<file path="src/rtl/adder_share_ctrl_if.sv">
// Request/response bus of adder_share_ctrl.
//   req_valid[1:0]  requester i presents an operation
//   req_ready[1:0]  requester i's operation is accepted this cycle (one-hot or zero)
//   req_a/req_b     8-bit operands, requester i in bits [8i+7:8i]
//   req_sub[1:0]    0 = A+B, 1 = A-B for requester i
//   rsp_valid/rsp_ready  response handshake
//   rsp_sum/cout/ovf/id  result, carry (1 = no borrow on subtract), signed overflow, owner
//   busy            block is processing a transaction
interface adder_share_ctrl_if;
  logic [1:0]  req_valid;
  logic [1:0]  req_ready;
  logic [15:0] req_a;
  logic [15:0] req_b;
  logic [1:0]  req_sub;
  logic        rsp_valid;
  logic        rsp_ready;
  logic [7:0]  rsp_sum;
  logic        rsp_cout;
  logic        rsp_ovf;
  logic        rsp_id;
  logic        busy;

  modport master (
    output req_valid, req_a, req_b, req_sub, rsp_ready,
    input  req_ready, rsp_valid, rsp_sum, rsp_cout, rsp_ovf, rsp_id, busy
  );

  modport slave (
    input  req_valid, req_a, req_b, req_sub, rsp_ready,
    output req_ready, rsp_valid, rsp_sum, rsp_cout, rsp_ovf, rsp_id, busy
  );
endinterface

</file>
<file path="src/rtl/adder_share_ctrl.sv">
// Two-requester 8-bit add/subtract unit sharing one 4-bit ripple slice.
// Round-robin grant in IDLE, low nibble in LO, high nibble in HI, result held in RESP.
//   clk  rising-edge clock
//   rst  asynchronous active-high reset
//   bus  adder_share_ctrl_if.slave (request, response, busy)
module adder_share_ctrl (
  input  logic               clk,
  input  logic               rst,
  adder_share_ctrl_if.slave  bus
);

  localparam int unsigned OP_W  = 8;
  localparam int unsigned NIB_W = 4;

  typedef enum logic [1:0] {IDLE, LO, HI, RESP} state_t;

  state_t            state;
  logic              last_grant;
  logic [OP_W-1:0]   a_q;
  logic [OP_W-1:0]   b_q;
  logic              cin_q;
  logic              id_q;
  logic [NIB_W-1:0]  sum_lo;
  logic              nib_c;

  logic              rsp_valid_q;
  logic [OP_W-1:0]   rsp_sum_q;
  logic              rsp_cout_q;
  logic              rsp_ovf_q;
  logic              rsp_id_q;

  logic              grant_any;
  logic              grant_id;
  logic [OP_W-1:0]   a_sel;
  logic [OP_W-1:0]   b_sel;
  logic              sub_sel;

  logic [NIB_W-1:0]  sl_a;
  logic [NIB_W-1:0]  sl_b;
  logic [NIB_W-1:0]  sl_sum;
  logic [NIB_W:0]    sl_c;

  // Round-robin arbiter: a tie goes to the requester not granted last.
  always_comb begin
    grant_any = 1'b0;
    grant_id  = 1'b0;
    if (!rst && state == IDLE) begin
      case (bus.req_valid)
        2'b01:   begin grant_any = 1'b1; grant_id = 1'b0;        end
        2'b10:   begin grant_any = 1'b1; grant_id = 1'b1;        end
        2'b11:   begin grant_any = 1'b1; grant_id = ~last_grant; end
        default: ;
      endcase
    end
  end

  assign bus.req_ready = grant_any ? (grant_id ? 2'b10 : 2'b01) : 2'b00;

  // Operand lane of the granted requester.
  always_comb begin
    a_sel   = grant_id ? bus.req_a[15:8] : bus.req_a[7:0];
    b_sel   = grant_id ? bus.req_b[15:8] : bus.req_b[7:0];
    sub_sel = grant_id ? bus.req_sub[1]  : bus.req_sub[0];
  end

  // Shared 4-bit ripple slice: high nibble + nibble carry in HI, low nibble + cin otherwise.
  always_comb begin
    sl_a   = a_q[NIB_W-1:0];
    sl_b   = b_q[NIB_W-1:0];
    sl_c   = '0;
    sl_sum = '0;
    if (state == HI) begin
      sl_a    = a_q[OP_W-1:NIB_W];
      sl_b    = b_q[OP_W-1:NIB_W];
      sl_c[0] = nib_c;
    end else begin
      sl_c[0] = cin_q;
    end
    for (int i = 0; i < int'(NIB_W); i++) begin
      sl_sum[i]  = sl_a[i] ^ sl_b[i] ^ sl_c[i];
      sl_c[i+1]  = (sl_a[i] & sl_b[i]) | (sl_c[i] & (sl_a[i] ^ sl_b[i]));
    end
  end

  // Transaction FSM with registered response outputs.
  always_ff @(posedge clk or posedge rst) begin
    if (rst) begin
      state       <= IDLE;
      last_grant  <= 1'b1;
      a_q         <= '0;
      b_q         <= '0;
      cin_q       <= 1'b0;
      id_q        <= 1'b0;
      sum_lo      <= '0;
      nib_c       <= 1'b0;
      rsp_valid_q <= 1'b0;
      rsp_sum_q   <= '0;
      rsp_cout_q  <= 1'b0;
      rsp_ovf_q   <= 1'b0;
      rsp_id_q    <= 1'b0;
    end else begin
      case (state)
        IDLE: begin
          if (grant_any) begin
            // Subtract is A + ~B + 1: invert B now, feed the +1 as carry-in.
            a_q        <= a_sel;
            b_q        <= b_sel ^ {OP_W{sub_sel}};
            cin_q      <= sub_sel;
            id_q       <= grant_id;
            last_grant <= grant_id;
            state      <= LO;
          end
        end
        LO: begin
          sum_lo <= sl_sum;
          nib_c  <= sl_c[NIB_W];
          state  <= HI;
        end
        HI: begin
          rsp_sum_q   <= {sl_sum, sum_lo};
          rsp_cout_q  <= sl_c[NIB_W];
          rsp_ovf_q   <= (a_q[OP_W-1] == b_q[OP_W-1]) && (sl_sum[NIB_W-1] != a_q[OP_W-1]);
          rsp_id_q    <= id_q;
          rsp_valid_q <= 1'b1;
          state       <= RESP;
        end
        RESP: begin
          if (bus.rsp_ready) begin
            rsp_valid_q <= 1'b0;
            state       <= IDLE;
          end
        end
        default: state <= IDLE;
      endcase
    end
  end

  assign bus.rsp_valid = rsp_valid_q;
  assign bus.rsp_sum   = rsp_sum_q;
  assign bus.rsp_cout  = rsp_cout_q;
  assign bus.rsp_ovf   = rsp_ovf_q;
  assign bus.rsp_id    = rsp_id_q;
  assign bus.busy      = (state != IDLE);

endmodule

</file>
<file path="src/flat_wrapper.sv">
// flat-port wrapper written by rule: the top's interface ports become plain ports
module adder_share_ctrl_flat 
  (clk, rst, bus_req_valid, bus_req_a, bus_req_b, bus_req_sub, bus_rsp_ready, bus_req_ready, bus_rsp_valid, bus_rsp_sum, bus_rsp_cout, bus_rsp_ovf, bus_rsp_id, bus_busy);
  adder_share_ctrl_if bus_i ();
  input  logic clk;
  input  logic rst;
  input wire logic [$bits(bus_i.req_valid)-1:0] bus_req_valid;
  input wire logic [$bits(bus_i.req_a)-1:0] bus_req_a;
  input wire logic [$bits(bus_i.req_b)-1:0] bus_req_b;
  input wire logic [$bits(bus_i.req_sub)-1:0] bus_req_sub;
  input wire logic [$bits(bus_i.rsp_ready)-1:0] bus_rsp_ready;
  output wire logic [$bits(bus_i.req_ready)-1:0] bus_req_ready;
  output wire logic [$bits(bus_i.rsp_valid)-1:0] bus_rsp_valid;
  output wire logic [$bits(bus_i.rsp_sum)-1:0] bus_rsp_sum;
  output wire logic [$bits(bus_i.rsp_cout)-1:0] bus_rsp_cout;
  output wire logic [$bits(bus_i.rsp_ovf)-1:0] bus_rsp_ovf;
  output wire logic [$bits(bus_i.rsp_id)-1:0] bus_rsp_id;
  output wire logic [$bits(bus_i.busy)-1:0] bus_busy;
  assign bus_i.req_valid = bus_req_valid;
  assign bus_i.req_a = bus_req_a;
  assign bus_i.req_b = bus_req_b;
  assign bus_i.req_sub = bus_req_sub;
  assign bus_i.rsp_ready = bus_rsp_ready;
  assign bus_req_ready = bus_i.req_ready;
  assign bus_rsp_valid = bus_i.rsp_valid;
  assign bus_rsp_sum = bus_i.rsp_sum;
  assign bus_rsp_cout = bus_i.rsp_cout;
  assign bus_rsp_ovf = bus_i.rsp_ovf;
  assign bus_rsp_id = bus_i.rsp_id;
  assign bus_busy = bus_i.busy;
  adder_share_ctrl u_core (.clk(clk), .rst(rst), .bus(bus_i));
endmodule
</file>
<file path="config.mk">
export PLATFORM = sky130hd
export DESIGN_NAME = adder_share_ctrl_flat
export DESIGN_NICKNAME = d
export VERILOG_FILES = /design/src/rtl/adder_share_ctrl_if.sv /design/src/rtl/adder_share_ctrl.sv /design/src/flat_wrapper.sv
export SDC_FILE = /design/constraint.sdc
export NUM_CORES = 1
export LEC_CHECK = 0
export CAP_MARGIN = 20
export CORE_UTILIZATION = 50
export CTS_CLUSTER_DIAMETER = 120
export DETAILED_ROUTE_END_ITERATION = 10
export DONT_BUFFER_PORTS = 1
export PLACE_DENSITY = 0.68
export SLEW_MARGIN = 20
export SYNTH_ARGS = -nofsm -noshare
export SYNTH_HDL_FRONTEND = slang
export SYNTH_SLANG_ARGS = --single-unit
export TNS_END_PERCENT = 20
</file>
<file path="constraint.sdc">
create_clock -name clk -period 3.2 [get_ports clk]
set_input_delay 0.48 -clock clk [delete_from_list [all_inputs] [get_ports clk]]
set_output_delay 0.48 -clock clk [all_outputs]
set_load 0.01 [all_outputs]
</file>
# After elaboration in Yosys (flattened, before gate mapping)
# Index checks and enable logic that the tools add are counted.
# totals
wordCells	72
regBits	38
in_bits	39
output_inout_bits	15
# classes
reduce_logical	10
n_eq_ne	10
muxes	17
bitwise	22
# op_table
operator	count
$mux W8	2
$and A1 B1 Y1	8
$eq A2 B2 Y1 const B	4
$mux W2	4
$mux W4	2
$pmux W2 S4	1
$xor A1 B1 Y1	8
$xor A8 B8 Y8	1
$mux W1	6
$reduce_and A2 Y1	3
$eq A2 B1 Y1 const B	2
$or A1 B1 Y1	4
$pmux W1 S2	2
$reduce_bool A2 Y1	2
$reduce_or A3 Y1	1
$logic_and A1 B1 Y1	2
$logic_not A2 Y1	1
$ne A2 B1 Y1 const B	1
$ne A2 B2 Y1 const B	1
$eq A1 B1 Y1	1
$logic_not A1 Y1	1
$ne A1 B1 Y1	1
$not A1 Y1	1

# Longest topological paths before layout
# Gate-level depths: netlist of the first run.
# logic_depth
depth_word	12
mapped_depth	11
ltp_nobuf	10

# Worst setup path after synthesis of the first run
# No wires, ideal clock.
# synth_path
path_kind	reg-to-reg
start	register u_core.state[0]
end	register u_core.rsp_ovf_q (netlist: u_core.bus.rsp_ovf)
n_path_buf	1
required_time_ps	3072
synth_period_minus_slack_ps	3367
slack_ps	-167
arrival_time_ps	3240
setup_ps	128
stages_incl_launch_ff	12
path_cell_list	dfrtp_1 -> inv_1 -> ha_1 -> buf_2 -> mux2_2 -> fa_1 -> fa_1 -> fa_1 -> fa_1 -> nor2_1 -> a21oi_1 -> a21oi_1
# synth_between
elab_chain_cells	12
word_cells_on_any_way	20
classes_between	2 x eq/ne; 3 x mux; 14 x bitwise; 1 x reduce/logical
# synth_lines
item	line	source
start: declaration	adder_share_ctrl.sv:17	state_t state;
start signal: assignment	adder_share_ctrl.sv:88	state <= IDLE;
start signal: assignment	adder_share_ctrl.sv:111	state <= LO;
start signal: assignment	adder_share_ctrl.sv:117	state <= HI;
$eq A2 B2 Y1 *	adder_share_ctrl.sv:72	if (state == HI) begin
$mux W4	adder_share_ctrl.sv:72	
$xor A1 B1 Y1	adder_share_ctrl.sv:81	sl_c[i+1] = (sl_a[i] & sl_b[i]) | (sl_c[i] & (sl_a[i] ^ sl_b[i]));
$and A1 B1 Y1	adder_share_ctrl.sv:81	
$or A1 B1 Y1	adder_share_ctrl.sv:81	
$and A1 B1 Y1	adder_share_ctrl.sv:81	
$or A1 B1 Y1	adder_share_ctrl.sv:81	
$and A1 B1 Y1	adder_share_ctrl.sv:81	
$or A1 B1 Y1	adder_share_ctrl.sv:81	
$xor A1 B1 Y1 *	adder_share_ctrl.sv:80	sl_sum[i] = sl_a[i] ^ sl_b[i] ^ sl_c[i];
net u_core.sl_sum[3]	adder_share_ctrl.sv:40	logic [NIB_W-1:0] sl_sum;
$ne A1 B1 Y1 *	adder_share_ctrl.sv:122	rsp_ovf_q <= (a_q[OP_W-1] == b_q[OP_W-1]) && (sl_sum[NIB_W-1] != a_q[OP_W-1]);
$logic_and A1 B1 Y1 *	adder_share_ctrl.sv:122	
end signal: assignment	adder_share_ctrl.sv:122	
end: declaration	adder_share_ctrl.sv:29	logic rsp_ovf_q;
# The timed path passes the listed nets; every way through them passes the cells marked *.
# A chain may end at the register's enable or synchronous reset.

# Final worst setup path of the first run
# Same ends and word-level chain as after synthesis.

==> results of run 1 <==
area by class of cell:
cell class,instances,area share (%)
well taps,48,2.79
inverters,6,1.05
clock buffers,7,4.01
clock inverters,1,0.233
flip-flops and latches,38,44.3
repair buffers,7,2.44
multi-input cells,124,45.2
flip-flops by register name, indices dropped and copies added (netlist names):
signal and count:
u_core.cin_q 1, u_core.bus.rsp_ovf 1, u_core.last_grant 1, u_core.bus.rsp_id 1, u_core.bus.rsp_valid 1, u_core.a_q 8
u_core.bus.rsp_cout 1, u_core.nib_c 1, u_core.state 2, u_core.id_q 1, u_core.b_q 8, u_core.sum_lo 4
u_core.bus.rsp_sum 8
cell families after synthesis:
group,count (synthesis),share of synthesized area [%]
AO/OA/AOI/OAI,40,14.2
buffers and inverters,16,4.03
XOR/XNOR,8,3.53
multiplexers,27,15.2
flip-flops,38,47.9
adder cells (fa/ha/maj),9,7.18
AND/OR/NAND/NOR,40,7.93
layout by cell type (no fill, tap or decap):
master and count:
a21bo_2 1, a21boi_2 1, a21oi_1 5, a22oi_1 8, a32oi_1 2, and3_1 1, buf_4 7, clkbuf_1 1
clkbuf_8 6, clkinv_2 1, dfrtp_1 37, dfstp_2 1, fa_1 2, fa_2 2, ha_1 4, ha_4 1
inv_1 4, inv_2 2, mux2_2 25, mux2i_1 2, nand2_1 29, nor2_1 9, nor2b_2 1, o21a_1 1
o21ai_0 1, o21ai_1 6, o21ai_2 1, o22ai_1 6, o311ai_1 8, xnor2_1 8
final timing paths:
path                                             start                          endpoint  slack [ps]  depth (start not counted)
max in group asynchronous                          rst     u_core.last_grant$_DFFE_PP1P_        2670                          2
setup reg to reg           u_core.state[0]$_DFFE_PP0P_    u_core.bus.rsp_ovf$_DFFE_PP0P_         160                         10
hold / removal                                     rst           u_core.id_q$_DFFE_PP0P_         190                          2
setup / recovery           u_core.state[0]$_DFFE_PP0P_    u_core.bus.rsp_ovf$_DFFE_PP0P_         160                         10
min in group clk                         bus_rsp_ready  u_core.bus.rsp_valid$_DFFE_PP0P_         280                          1
hold reg to reg              u_core.a_q[0]$_DFFE_PP0P_         u_core.a_q[0]$_DFFE_PP0P_         470                          2
through the flow:
stage	setup slack (ps)	area [µm²]	total power, µW	util (%)	std cells
CTS	20.3	2150	2320	57.3	231
floorplan	15.6	2010	1710	-	178
global route	26.3	2150	2500	57.5	231
global placement	57.4	2020	1870	53.9	218
detailed placement	-16.8	2020	1920	53.9	218
finish	155	2150	2310	57.5	231
power by group through the flow:
stage,logic (µW),clock network (µW),registers (µW)
finish,1050,337,923
global route,1180,366,954
CTS,1050,345,927
global placement,940,0,926
floorplan,835,0,874
detailed placement,984,0,938
routing by layer:
layer,vias to the layer above,part of all wire [%],wire length [µm],global-route usage [%]
li1,635,-,-,-
met1,656,44,1770,27.4
met2,46,46,1830,32.8
met3,5,8.1,322,8.10
met4,0,1.5,59,7.34
met5,-,0,0,0
repair_timing:
action	in CTS	in global routing
hold buffers	0	0
pin swaps	1	1
setup endpoints to repair	2	3
buffers inserted	5	0
gates resized for setup	0	2
==> impl_metrics.py, run 1 <==
metrics = {
    "timing": {
        "tns_ps": 0,
        "slew_headroom_pct": 40.8,
        "clock.fmax_mhz": 328,
        "clock_skew_ps": 4.55,
        "hold_viol": 0,
        "finalSetupViolCount": 0,
        "fin_crit_ps": 3040,
        "fin_crit_sh_pct": 95.2,
        "tightest_slew_ps": 887,
        "timing.hold.ws_ps": 185,
        "rsz0062_at_grt": "no",
        "slew_violations": 0,
    },
    "placement": {
        "dp_hpwl_um": 2890,
        "port-buffer-count": 0,
        "gp_congestion": 0.791,
    },
    "synthesis": {
        "synthTopCellsByArea": "dfrtp_1, mux2_2, nand2_1",
        "synth_nets": 226,
        "postSynthAreaPerCell_um2": 11.2,
        "synthFlopType": "dfrtp_1",
        "yosys_warnings": 0,
        "ys_seq_area_share_pct": 47.9,
        "ys_types": 28,
        "yosys.area.top_type_share_pct": 46.6,
        "yosysMostFrequentCell": "dfrtp_1",
        "synth_largest_area_cell": "dfrtp_1",
        "syn_inst": 178,
        "ys_ff_latch": 38,
        "synth-edff-count": 0,
        "async_flop_share_pct": 100,
        "syn_area_um2": 1990,
        "ys_top_cells_by_count": "dfrtp_1, nand2_1, mux2_2, nor2_1",
    },
    "global_routing": {
        "grt_usage_pct": 21.3,
        "grt_max_degree": 39,
        "grt_pass1_wl_um": 6580,
        "antenna_found_initial": 0,
        "grt_overflow": 0,
        "grt_pass1_vias": 1379,
    },
    "cells_and_area": {
        "n_fill_cell": 335,
        "antenna_cells": 0,
        "area_delta_synth_final_pct": 8.25,
        "ff_latch_area_um2": 952,
        "layout.nets": 230,
        "drive_gt1_share_pct": 26.8,
        "multi_input_area_um2": 972,
    },
    "pwr": {
        "swShare_pct": 36.9,
        "seq_power_share_pct": 40.0,
        "comb_power_share_pct": 45.4,
        "clockPowerShare_pct": 14.6,
        "p_leak_uw": 0.000958,
        "ir_worst_vdd_v": 0.000423,
        "power_per_cell_area_nw_per_um2": 1070,
        "switchingPower_uw": 851,
        "intPower_uw": 1450,
    },
    "setup_path": {
        "timing.setup.critical_path_class": "reg2reg",
        "cp_top_family": "adder cells",
        "path_buf_inv": 1,
        "critPathArrivalTime_ps": 3220,
        "path_max_fanout": 6,
        "critPathLaunchType": "flip-flop",
        "worstPathCellList": "inv_2, ha_4, mux2_2, fa_2, fa_2, fa_1, fa_1, nor2_1, a21oi_1, a21oi_1",
        "cp_slowest_stage_delay_ps": 550,
        "critPathRequiredTime_ps": 3370,
        "cpMaxStageDelayCell": "fa_1",
        "end_kind": "flip-flop",
    },
    "die": {
        "pin_count": 54,
        "initial_core_util_pct": 53.1,
        "core_um2": 3740,
        "rows": 22,
        "die_width_um": 65.0,
        "dieArea_um2": 4230,
        "die_h_um": 65.0,
    },
    "clock_tree": {
        "cts_tree": "yes",
        "numCtsBuffers": 5,
        "cts.clk_slew.worst_paths_ps": 70,
        "clkSinkCount": 38,
        "clk_path_buf_depth": 2,
        "insertion_delay_ps": 290,
        "cts_root_buffer": "clkbuf_8",
        "h-tree-depth": 2,
    },
    "detailed_routing": {
        "via_per_inst": 5.81,
        "route.detailed.drc": 0,
        "drtPass1Iterations": 4,
        "wirelength_um": 3980,
        "final_antenna_net_count": 0,
        "drt-wirelength-per-cell_um": 17.2,
        "drt_iter0_markers": 96,
        "num_vias": 1342,
    },
    "outcome": {
        "outcome": "complete, no violations",
    },
    "job": {
        "drv_cap": 0,
    },
    "worst_hold_path": {
        "hold_path_class": "in2async",
    },
}
Note: power is estimated with default switching activity, not from simulation.
==> inputs of run 2 (changes only) <==
--- a/config.mk
+++ b/config.mk
@@ -6,11 +6,11 @@
 export NUM_CORES = 1
 export LEC_CHECK = 0
 export CAP_MARGIN = 20
-export CORE_UTILIZATION = 50
+export CORE_ASPECT_RATIO = 2
+export CORE_UTILIZATION = 40
 export CTS_CLUSTER_DIAMETER = 120
 export DETAILED_ROUTE_END_ITERATION = 10
 export DONT_BUFFER_PORTS = 1
-export PLACE_DENSITY = 0.68
 export SLEW_MARGIN = 20
 export SYNTH_ARGS = -nofsm -noshare
 export SYNTH_HDL_FRONTEND = slang
==> impl_metrics.py, run 2 (same netlist as run 1, synthesis figures left out) <==
metrics = {
    "outcome": {
        "outcome": "complete, no violations",
    },
    "setup_path": {
        "critPathLaunchType": "flip-flop",
        "crit_start": "u_core.state[0]$_DFFE_PP0P_",
        "r2r_slack_ps": 70,
        "r2r_cells": 10,
        "critPathArrivalTime_ps": 3300,
        "path_max_fanout": 4,
        "timing.setup.critical_path_class": "reg2reg",
        "critPathRequiredTime_ps": 3370,
        "regToRegEndpoint": "u_core.bus.rsp_ovf$_DFFE_PP0P_",
        "end_kind": "flip-flop",
        "crit_path_end": "u_core.bus.rsp_ovf$_DFFE_PP0P_",
        "worstReg2RegStart": "u_core.state[0]$_DFFE_PP0P_",
    },
    "placement": {
        "dp_slack_ps": -73.9,
        "dp_hpwl_um": 3110,
        "port-buffer-count": 0,
        "dp.cells": 228,
        "gp_congestion": 0.762,
        "placed_area_um2": 2040,
    },
    "timing": {
        "clock.fmax_mhz": 320,
        "rsz0062_at_grt": "no",
        "slew_headroom_pct": 40.1,
        "hold_viol": 0,
        "fin_crit_ps": 3130,
        "timing.hold.ws_ps": 178,
        "postLayoutSetupSlackWorst_ps": 70.7,
        "clock_skew_ps": 2.94,
        "finalSetupViolCount": 0,
        "slew_violations": 0,
        "fin_crit_sh_pct": 97.8,
        "tightest_slew_ps": 898,
    },
    "detailed_routing": {
        "drt_iter0_markers": 16,
        "drtPass1Iterations": 4,
        "wirelength_um": 4170,
        "drt-wirelength-per-cell_um": 17.3,
        "route.detailed.drc": 0,
        "via_per_inst": 5.64,
        "final_antenna_net_count": 0,
        "num_vias": 1359,
    },
    "clock_tree": {
        "h-tree-depth": 2,
        "numCtsBuffers": 5,
        "insertion_delay_ps": 290,
        "cts_tree": "yes",
        "clk_path_buf_depth": 2,
        "cts_root_buffer": "clkbuf_8",
        "clkSinkCount": 38,
        "cts.clk_slew.worst_paths_ps": 70,
    },
    "cells_and_area": {
        "area_delta_synth_final_pct": 9.32,
        "n_fill_cell": 448,
        "multi_input_area_um2": 975,
        "antenna_cells": 0,
        "final_common_cell": "dfrtp_1",
        "finish.instance_area_um2": 2170,
        "final_cell_mix": "dfrtp_1, nand2_1, mux2_2",
        "ff_latch_area_um2": 952,
        "stdcell_count": 241,
        "layout.nets": 231,
        "drive_gt1_share_pct": 27.7,
    },
    "die": {
        "dieArea_um2": 5270,
        "pin_count": 54,
        "core_um2": 4820,
        "rows": 36,
        "initial_core_util_pct": 41.2,
        "die_h_um": 102,
        "die_width_um": 51.8,
    },
    "pwr": {
        "switchingPower_uw": 868,
        "total_power_uw": 2340,
        "clockPowerShare_pct": 14.5,
        "intPower_uw": 1470,
        "ir_worst_vdd_v": 0.000532,
        "power_per_cell_area_nw_per_um2": 1080,
        "comb_power_share_pct": 46.4,
        "swShare_pct": 37.1,
        "p_leak_uw": 0.000962,
        "seq_power_share_pct": 39.1,
    },
    "global_routing": {
        "antenna_found_initial": 0,
        "grt_pass1_wl_um": 6660,
        "grt_usage_pct": 17.4,
        "grt_max_degree": 39,
        "grt_pass1_vias": 1471,
        "grt_overflow": 0,
    },
    "worst_hold_path": {
        "hold_path_class": "in2async",
    },
    "job": {
        "drv_cap": 0,
    },
}
run 2: cell count changes in the layout (fill, tap and decap cells not counted), sizes merged:
cell  before  now
buf        7    8
run 2: worst min-delay path by stage:
stage                                    from                                to  slack, ps
finish                                    rst     u_core.bus.rsp_id$_DFFE_PP0P_        180
global route                              rst  u_core.bus.rsp_valid$_DFFE_PP0P_        220
CTS                                       rst  u_core.bus.rsp_valid$_DFFE_PP0P_        190
detailed placement  u_core.a_q[0]$_DFFE_PP0P_         u_core.a_q[0]$_DFFE_PP0P_        470
global placement    u_core.a_q[3]$_DFFE_PP0P_         u_core.a_q[3]$_DFFE_PP0P_        460
floorplan           u_core.a_q[0]$_DFFE_PP0P_         u_core.a_q[0]$_DFFE_PP0P_        430
run 2: metrics by stage:
stage,util [%],TNS (ps)
floorplan,-,0
global placement,42.2,0
detailed placement,42.2,-117
CTS,45.0,0
global route,45.1,0
finish,45.1,0
run 2: power groups by stage:
stage	sequential, µW	clock [µW]	combinational, µW
2_1_floorplan	874	0	835
3_3_place_gp	916	0	950
3_5_place_dp	926	0	1010
4_1_cts	917	355	1080
5_1_grt	945	379	1200
6_report	916	339	1090
run 2: layout make-up:
type                    instances  area share (%)
clock buffers                   7            3.97
clock inverters                 1           0.230
inverters                       6            1.04
repair buffers                  8            2.76
flip-flops and latches         38            43.8
multi-input cells             124            44.9
well taps                      57            3.28
run 2: worst max-delay path: stages, from the launching register on:
cell and delay, ps:
dfrtp_1 390, inv_2 80, ha_4 170, mux2_2 350
fa_1 460, fa_2 360, fa_2 360, fa_2 570
nor2_1 50, a21oi_1 130, a21oi_1 90
run 2: metal layers:
| metal | part of all wire, % | vias up | track usage, % | wire length [µm] |
|---|---|---|---|---|
| met2 | 57 | 56 | 32.1 | 2370 |
| met1 | 34 | 655 | 16.2 | 1440 |
| met4 | 3.2 | 0 | 9.56 | 135 |
| li1 | - | 636 | - | - |
| met3 | 5.4 | 12 | 4.95 | 227 |
| met5 | 0 | - | 0 | 0 |
run 2: repair_timing:
item | 4_1_cts | 5_1_grt
endpoints found under the setup margin | 3 | 1
pin swaps | 1 | 1
hold buffers | 0 | 0
buffers inserted | 5 | 0
gates resized for setup | 1 | 2
